### src/rtl/cbd_stream_sampler_pkg.sv
// Shared constants, types and the centred-binomial helper for the streaming CBD sampler.
// Optional mod-Q output mapping is enabled with CBD_MODQ_EN (see cbd_stream_sampler_cbd_unit).
package cbd_stream_sampler_pkg;

    localparam int N_COEFF = 256;
    localparam int Q       = 3329;
    localparam int ETA1    = 3;
    localparam int ETA2    = 2;

    typedef logic [11:0] coeff_t;

    typedef enum logic [1:0] {
        IDLE = 2'd0,
        RUN  = 2'd1,
        DONE = 2'd2
    } state_t;

    // eta_sel = 0 selects eta = 3 (bits [5:0]); eta_sel = 1 selects eta = 2 (bits [3:0]).
    function automatic logic signed [2:0] cbd_coeff(input logic [5:0] bits, input logic eta_sel);
        logic [1:0] a_s;
        logic [1:0] b_s;
        if (eta_sel) begin
            a_s = {1'b0, bits[0]} + {1'b0, bits[1]};
            b_s = {1'b0, bits[2]} + {1'b0, bits[3]};
        end else begin
            a_s = {1'b0, bits[0]} + {1'b0, bits[1]} + {1'b0, bits[2]};
            b_s = {1'b0, bits[3]} + {1'b0, bits[4]} + {1'b0, bits[5]};
        end
        return $signed({1'b0, a_s}) - $signed({1'b0, b_s});
    endfunction

endpackage

### src/rtl/cbd_stream_sampler_cbd_unit.sv
// Combinational CBD coefficient former: 6 buffer bits -> 12-bit coefficient.
// CBD_MODQ_EN selects canonical mod-Q output instead of sign-extended two's complement.
module cbd_stream_sampler_cbd_unit
    import cbd_stream_sampler_pkg::*;
(
    input  logic [5:0] bits,
    input  logic       eta_sel,
    output coeff_t     coeff
);

    logic signed [2:0] val_s;

`ifdef CBD_MODQ_EN
    localparam coeff_t Q_C = coeff_t'(Q);

    // Negative values wrap to Q + v; the 12-bit sum drops the sign-extension carry.
    always_comb begin
        val_s = cbd_coeff(bits, eta_sel);
        if (val_s[2]) begin
            coeff = Q_C + {{9{val_s[2]}}, val_s};
        end else begin
            coeff = {9'd0, val_s};
        end
    end
`else
    // Sign-extend the 3-bit difference to the coefficient width.
    always_comb begin
        val_s = cbd_coeff(bits, eta_sel);
        coeff = {{9{val_s[2]}}, val_s};
    end
`endif

endmodule

### src/rtl/cbd_stream_sampler.sv
// Streaming centred-binomial sampler: 64-bit PRF words in, 256 coefficients out.
// Build with CBD_MODQ_EN for canonical mod-Q coefficients.
module cbd_stream_sampler
    import cbd_stream_sampler_pkg::*;
(
    input  logic        clk_i,
    input  logic        rst_n_i,
    input  logic        run_i,
    input  logic        eta_i,
    input  logic [63:0] word_i,
    input  logic        word_valid_i,
    output logic        word_ready_o,
    output coeff_t      coeff_o,
    output logic [7:0]  coeff_idx_o,
    output logic        coeff_valid_o,
    input  logic        coeff_ready_i,
    output logic        busy_o,
    output logic        done_o
);

    localparam logic [7:0] STEP1     = 8'(2 * ETA1);
    localparam logic [7:0] STEP2     = 8'(2 * ETA2);
    localparam logic [4:0] WORDS1    = 5'(N_COEFF * 2 * ETA1 / 64);
    localparam logic [4:0] WORDS2    = 5'(N_COEFF * 2 * ETA2 / 64);
    localparam logic [7:0] LAST_IDX  = 8'(N_COEFF - 1);

    state_t        state_r;
    state_t        state_s;
    logic          eta_r;
    logic          eta_s;
    logic [127:0]  buf_r;
    logic [127:0]  buf_s;
    logic [127:0]  shifted_s;
    logic [7:0]    fill_r;
    logic [7:0]    fill_s;
    logic [7:0]    fill_cons_s;
    logic [4:0]    words_r;
    logic [4:0]    words_s;
    logic [7:0]    idx_r;
    logic [7:0]    idx_s;
    logic [7:0]    step_s;
    logic [4:0]    words_max_s;
    logic          word_ready_s;
    logic          coeff_valid_s;
    logic          acc_s;
    logic          cons_s;

    // Handshake qualifiers derived from the current fill and word count.
    always_comb begin
        step_s        = eta_r ? STEP2 : STEP1;
        words_max_s   = eta_r ? WORDS2 : WORDS1;
        word_ready_s  = (state_r == RUN) && (fill_r <= 8'd64) && (words_r < words_max_s);
        coeff_valid_s = (state_r == RUN) && (fill_r >= step_s);
        acc_s         = word_ready_s && word_valid_i;
        cons_s        = coeff_valid_s && coeff_ready_i;
    end

    cbd_stream_sampler_cbd_unit u_cbd_unit (
        .bits    (buf_r[5:0]),
        .eta_sel (eta_r),
        .coeff   (coeff_o)
    );

    assign word_ready_o  = word_ready_s;
    assign coeff_valid_o = coeff_valid_s;
    assign coeff_idx_o   = idx_r;
    assign busy_o        = (state_r == RUN);
    assign done_o        = (state_r == DONE);

    // Next-state and buffer update; consume shifts first so the new word lands at the post-shift fill.
    always_comb begin
        state_s     = state_r;
        eta_s       = eta_r;
        buf_s       = buf_r;
        fill_s      = fill_r;
        words_s     = words_r;
        idx_s       = idx_r;
        shifted_s   = buf_r;
        fill_cons_s = fill_r;
        case (state_r)
            IDLE: begin
                if (run_i) begin
                    state_s = RUN;
                    eta_s   = eta_i;
                    buf_s   = 128'd0;
                    fill_s  = 8'd0;
                    words_s = 5'd0;
                    idx_s   = 8'd0;
                end else begin
                    state_s = IDLE;
                end
            end
            RUN: begin
                if (cons_s) begin
                    shifted_s   = buf_r >> step_s;
                    fill_cons_s = fill_r - step_s;
                    idx_s       = idx_r + 8'd1;
                end else begin
                    shifted_s   = buf_r;
                    fill_cons_s = fill_r;
                end
                if (acc_s) begin
                    buf_s   = shifted_s | ({64'd0, word_i} << fill_cons_s);
                    fill_s  = fill_cons_s + 8'd64;
                    words_s = words_r + 5'd1;
                end else begin
                    buf_s   = shifted_s;
                    fill_s  = fill_cons_s;
                end
                if (cons_s && (idx_r == LAST_IDX)) begin
                    state_s = DONE;
                end else begin
                    state_s = RUN;
                end
            end
            DONE: begin
                state_s = IDLE;
            end
            default: begin
                state_s = IDLE;
            end
        endcase
    end

    // State and datapath registers.
    always_ff @(posedge clk_i or negedge rst_n_i) begin
        if (!rst_n_i) begin
            state_r <= IDLE;
            eta_r   <= 1'b0;
            buf_r   <= 128'd0;
            fill_r  <= 8'd0;
            words_r <= 5'd0;
            idx_r   <= 8'd0;
        end else begin
            state_r <= state_s;
            eta_r   <= eta_s;
            buf_r   <= buf_s;
            fill_r  <= fill_s;
            words_r <= words_s;
            idx_r   <= idx_s;
        end
    end

endmodule
### config.mk
export PLATFORM = sky130hd
export DESIGN_NAME = cbd_stream_sampler
export DESIGN_NICKNAME = d
export VERILOG_FILES = /design/src/rtl/cbd_stream_sampler_pkg.sv /design/src/rtl/cbd_stream_sampler_cbd_unit.sv /design/src/rtl/cbd_stream_sampler.sv
export SDC_FILE = /design/constraint.sdc
export NUM_CORES = 1
export LEC_CHECK = 0
export ABC_CLOCK_PERIOD_IN_PS = 6400
export CORE_MARGIN = 3
export CORE_UTILIZATION = 25
export CTS_CLUSTER_DIAMETER = 30
export DETAILED_ROUTE_END_ITERATION = 7
export GPL_ROUTABILITY_DRIVEN = 0
export MAX_ROUTING_LAYER = met4
export PLACE_DENSITY = 0.39
export SETUP_SLACK_MARGIN = 0.5
export SKIP_CTS_REPAIR_TIMING = 1
export SYNTH_ARGS = -nofsm -noshare
export SYNTH_HDL_FRONTEND = slang
export SYNTH_SLANG_ARGS = --single-unit
### constraint.sdc
create_clock -name clk_i -period 6.4 [get_ports clk_i]
set_input_delay 0.96 -clock clk_i [delete_from_list [all_inputs] [get_ports clk_i]]
set_output_delay 0.96 -clock clk_i [all_outputs]
set_load 0.01 [all_outputs]
==> flow_summary_export.csv <==
group,metric,value,unit
die,die_x,246,µm
routing,wl_met1,31100,µm
routing,via_per_inst,5.92,
layout,area_growth,15.8,%
die,die-area,60400,µm²
timing,slew_headroom,20.5,%
global_routing,grt_pass1_vias,14600,
yosys,syn_area,14400,µm²
routing,top_layer,"met4",
critical_path,critPathArrivalTime,5.23,ns
routing,vias,15200,
clocking,cts_tree,"done",
routing,drt-pass1-iter-count,6,
yosys,yosysWarnings,0,
critical_path,cpLargestDelayFamily,"compound AO/OA/AOI/OAI gates",
routing,routed_wl,70400,µm
timing,worst_slew_pin_slew,1.18,ns
yosys,yosysSeqAreaShare,26.3,%
die,core_area,56600,µm²
clocking,clkSinkCount,151,
timing,post-route-period-util,76.9,%
yosys,synth_edf_count,0,
yosys,synth_top_area_cell,"dfrtp_1",
layout,final_cells,2571,
layout,num-fill-cells,6187,
layout,nets,1881,
timing,tns,0,ns
yosys,syn_inst,1807,
pwr,power_per_cell_area,665,nW/µm²
timing,hold_viol,0,
yosys,yosysUniqueCellTypes,75,
routing,dr_wl_met3,5140,µm
routing,wl_met2,32000,µm
critical_path,cp_common_cell,"mux2_2",
routing,routedWlPerCell,27.4,µm
clocking,clockBufferDepth,2,
die,start_util,25.4,%
clocking,h-tree-depth,4,
yosys,syn_area_per_cell,7.95,µm²
critical_path,critPathMaxStageDelay,0.84,ns
timing,fmax,203,MHz
yosys,synth_flop_cell,"dfrtp_1",
critical_path,worstSetupStartpointType,"register",
place,dp_hpwl,51200,µm
layout,layout-drive-gt1-share,10.6,%
timing,setup_viol_count_final,0,
routing,final_antenna_net_count,0,
clocking,clk_pin_slew,0.07,ns
die,row_count,87,
pwr,peakVddDrop,0.000205,V
timing,fin_skew,0.0188,ns
pwr,power_leakage,0.00685,µW
clocking,cts_buffers,17,
die,die_h,246,µm
hold_path,hp-class,"reg -> reg",
critical_path,path_class,"reg -> reg",
place,port_buffers,93,
global_routing,grt_pass1_wl,104000,µm
clocking,clock_latency,0.46,ns
critical_path,crit_slowest_cell,"a211o_2",
layout,final_area,16600,µm²
layout,seq_area,3780,µm²
timing,rsz0062_at_grt,"false",
global_routing,grt_overflow,0,
outcome,outcome,"finished, final reports clean",
place,dp_cells,2538,
critical_path,critPathCaptureType,"register",
global_routing,antenna_found_initial,2,
critical_path,cp.buffers_inverters,2,
die,io_pins,94,
timing,slew_viol_final,0,
global_routing,grt_usage,23.6,%
yosys,ys_top_cells_by_area,"dfrtp_1, mux2i_1, nand2_1, a21oi_1, o21ai_0",
job,maxCapViolCount,0,
layout,multiInputGateArea,9900,µm²
clocking,cts_root_buf,"clkbuf_16",
timing,period_needed,4.92,ns
place,placed_area,16100,µm²
critical_path,cp.required,6.70,ns
critical_path,path_cells,"inv_1 > ha_1 > nand2b_1 > a211o_2 > and2_1 > buf_4 > mux2_2 > mux4_2 > mux2_2 > a21oi_1 > o221ai_1",
routing,first_iter_violations,1735,
yosys,async_flop_share,100,%
global_routing,grt_max_degree,89,
yosys,synth_top_area_share,26.3,%
yosys,syn-num-nets,1887,
yosys,ys_seq_elements,151,
routing,route.detailed.drc,0,
critical_path,critPathMaxFanout,53,
[cell usage after synthesis (17+ instances only)]
library cell,instances
nand2_1,242
mux2i_1,237
dfrtp_1,151
nor2_1,146
a21oi_1,140
o21ai_0,119
clkbuf_1,115
nand3_1,67
a31oi_1,64
mux2_2,50
and3_1,46
a211oi_1,34
o221ai_1,28
nor3_1,27
buf_1,24
o22ai_1,22
a221o_1,20
buf_2,20
a311oi_1,18
buf_4,17
[placed cells by master, fill, tap and decap left out, types with 8 or more instances in the layout]
cell type,instances
a211oi_1,34
a21oi_1,138
a221o_1,20
a221oi_1,11
a22o_1,9
a22oi_1,9
a2bb2oi_1,9
a311oi_1,18
a31o_2,9
a31oi_1,64
and3_1,46
buf_4,59
clkbuf_16,17
clkdlybuf4s50_1,92
dfrtp_1,150
mux2_2,50
mux2i_1,236
mux4_2,9
nand2_1,240
nand2b_1,8
nand3_1,67
nor2_1,142
nor3_1,27
o211ai_1,12
o21ai_0,119
o221ai_1,28
o22ai_1,22
[tightest hold or removal path, delay by kind of cell (launching register included)]
family             cells  cell delay [ns]
and+or+nand+nor        1             0.05
DFF                    1             0.37
AOI/OAI and AO/OA      1             0.06
[state kept, by name (all words and copies together) (netlist names)]
name / count
words_r: 5
coeff_idx_o: 8
fill_r: 7
eta_r: 1
buf_r: 128
state_r: 2
[worst paths after layout]
path / endpoint / slack, ns / start / cells after the start
min in group asynchronous: coeff_idx_o[2]$_DFFE_PN0P_ / 0.58 / rst_n_i / 1
worst min-delay path: buf_r[127]$_DFFE_PN0P_ / 0.51 / buf_r[127]$_DFFE_PN0P_ / 2
worst min register to register: buf_r[127]$_DFFE_PN0P_ / 0.51 / buf_r[127]$_DFFE_PN0P_ / 2
worst max register to register: buf_r[63]$_DFFE_PN0P_ / 1.48 / eta_r$_DFFE_PN0P_ / 11
worst max-delay path: buf_r[63]$_DFFE_PN0P_ / 1.48 / eta_r$_DFFE_PN0P_ / 11
max in group asynchronous: buf_r[106]$_DFFE_PN0P_ / 4.67 / rst_n_i / 2
[metal layers]
metal / vias to the layer above / track usage (%)
met5: - / -
li1: 6775 / -
met2: 665 / 35.8
met4: 0 / 7.64
met1: 7655 / 31.8
met3: 119 / 3.99
[report_power, final]
part	leakage [µW]	switching (µW)	total, µW	internal [µW]
sequential	0.00189	483	1870	1390
combinational	0.00467	5280	8130	2850
clock	0.000288	476	1070	589
total	0.00685	6240	11100	4830
[layout make-up]
type / count / share of cell area (%)
repair buffers: 153 / 8.38
flip-flops and latches: 151 / 22.7
well taps: 756 / 5.68
multi-input cells: 1470 / 59.5
clock buffers: 19 / 2.66
diodes: 1 / 0.0150
inverters: 8 / 0.180
clock inverters: 13 / 0.864
[logic make-up (layout without fill, tap and decap cells)]
group	Yosys count	count (layout)	share of synthesized area (%)
xor gates and xnor gates	11	11	0.670
buffers and inverters	186	193	5.58
other	0	1	0
adders and majority gates	10	10	1.03
and+or+nand+nor	573	573	17.6
DFF	151	151	26.3
muxes	303	303	22.6
AOI/OAI and AO/OA	573	573	26.3
[through the flow]
stage | hold slack, ns | worst slack [ns] | power [µW] | utilization [%]
4_1_cts | 0.517 | 1.53 | 10900 | 29.4
3_3_place_gp | 0.492 | 1.44 | 9810 | 28.4
3_5_place_dp | 0.503 | 1.40 | 9790 | 28.4
6_report | 0.513 | 1.48 | 11100 | 29.4
2_1_floorplan | 0.467 | 1.18 | 6760 | -
5_1_grt | 0.545 | 1.19 | 11600 | 29.4
No activity file was read; power rests on OpenSTA's default activity.
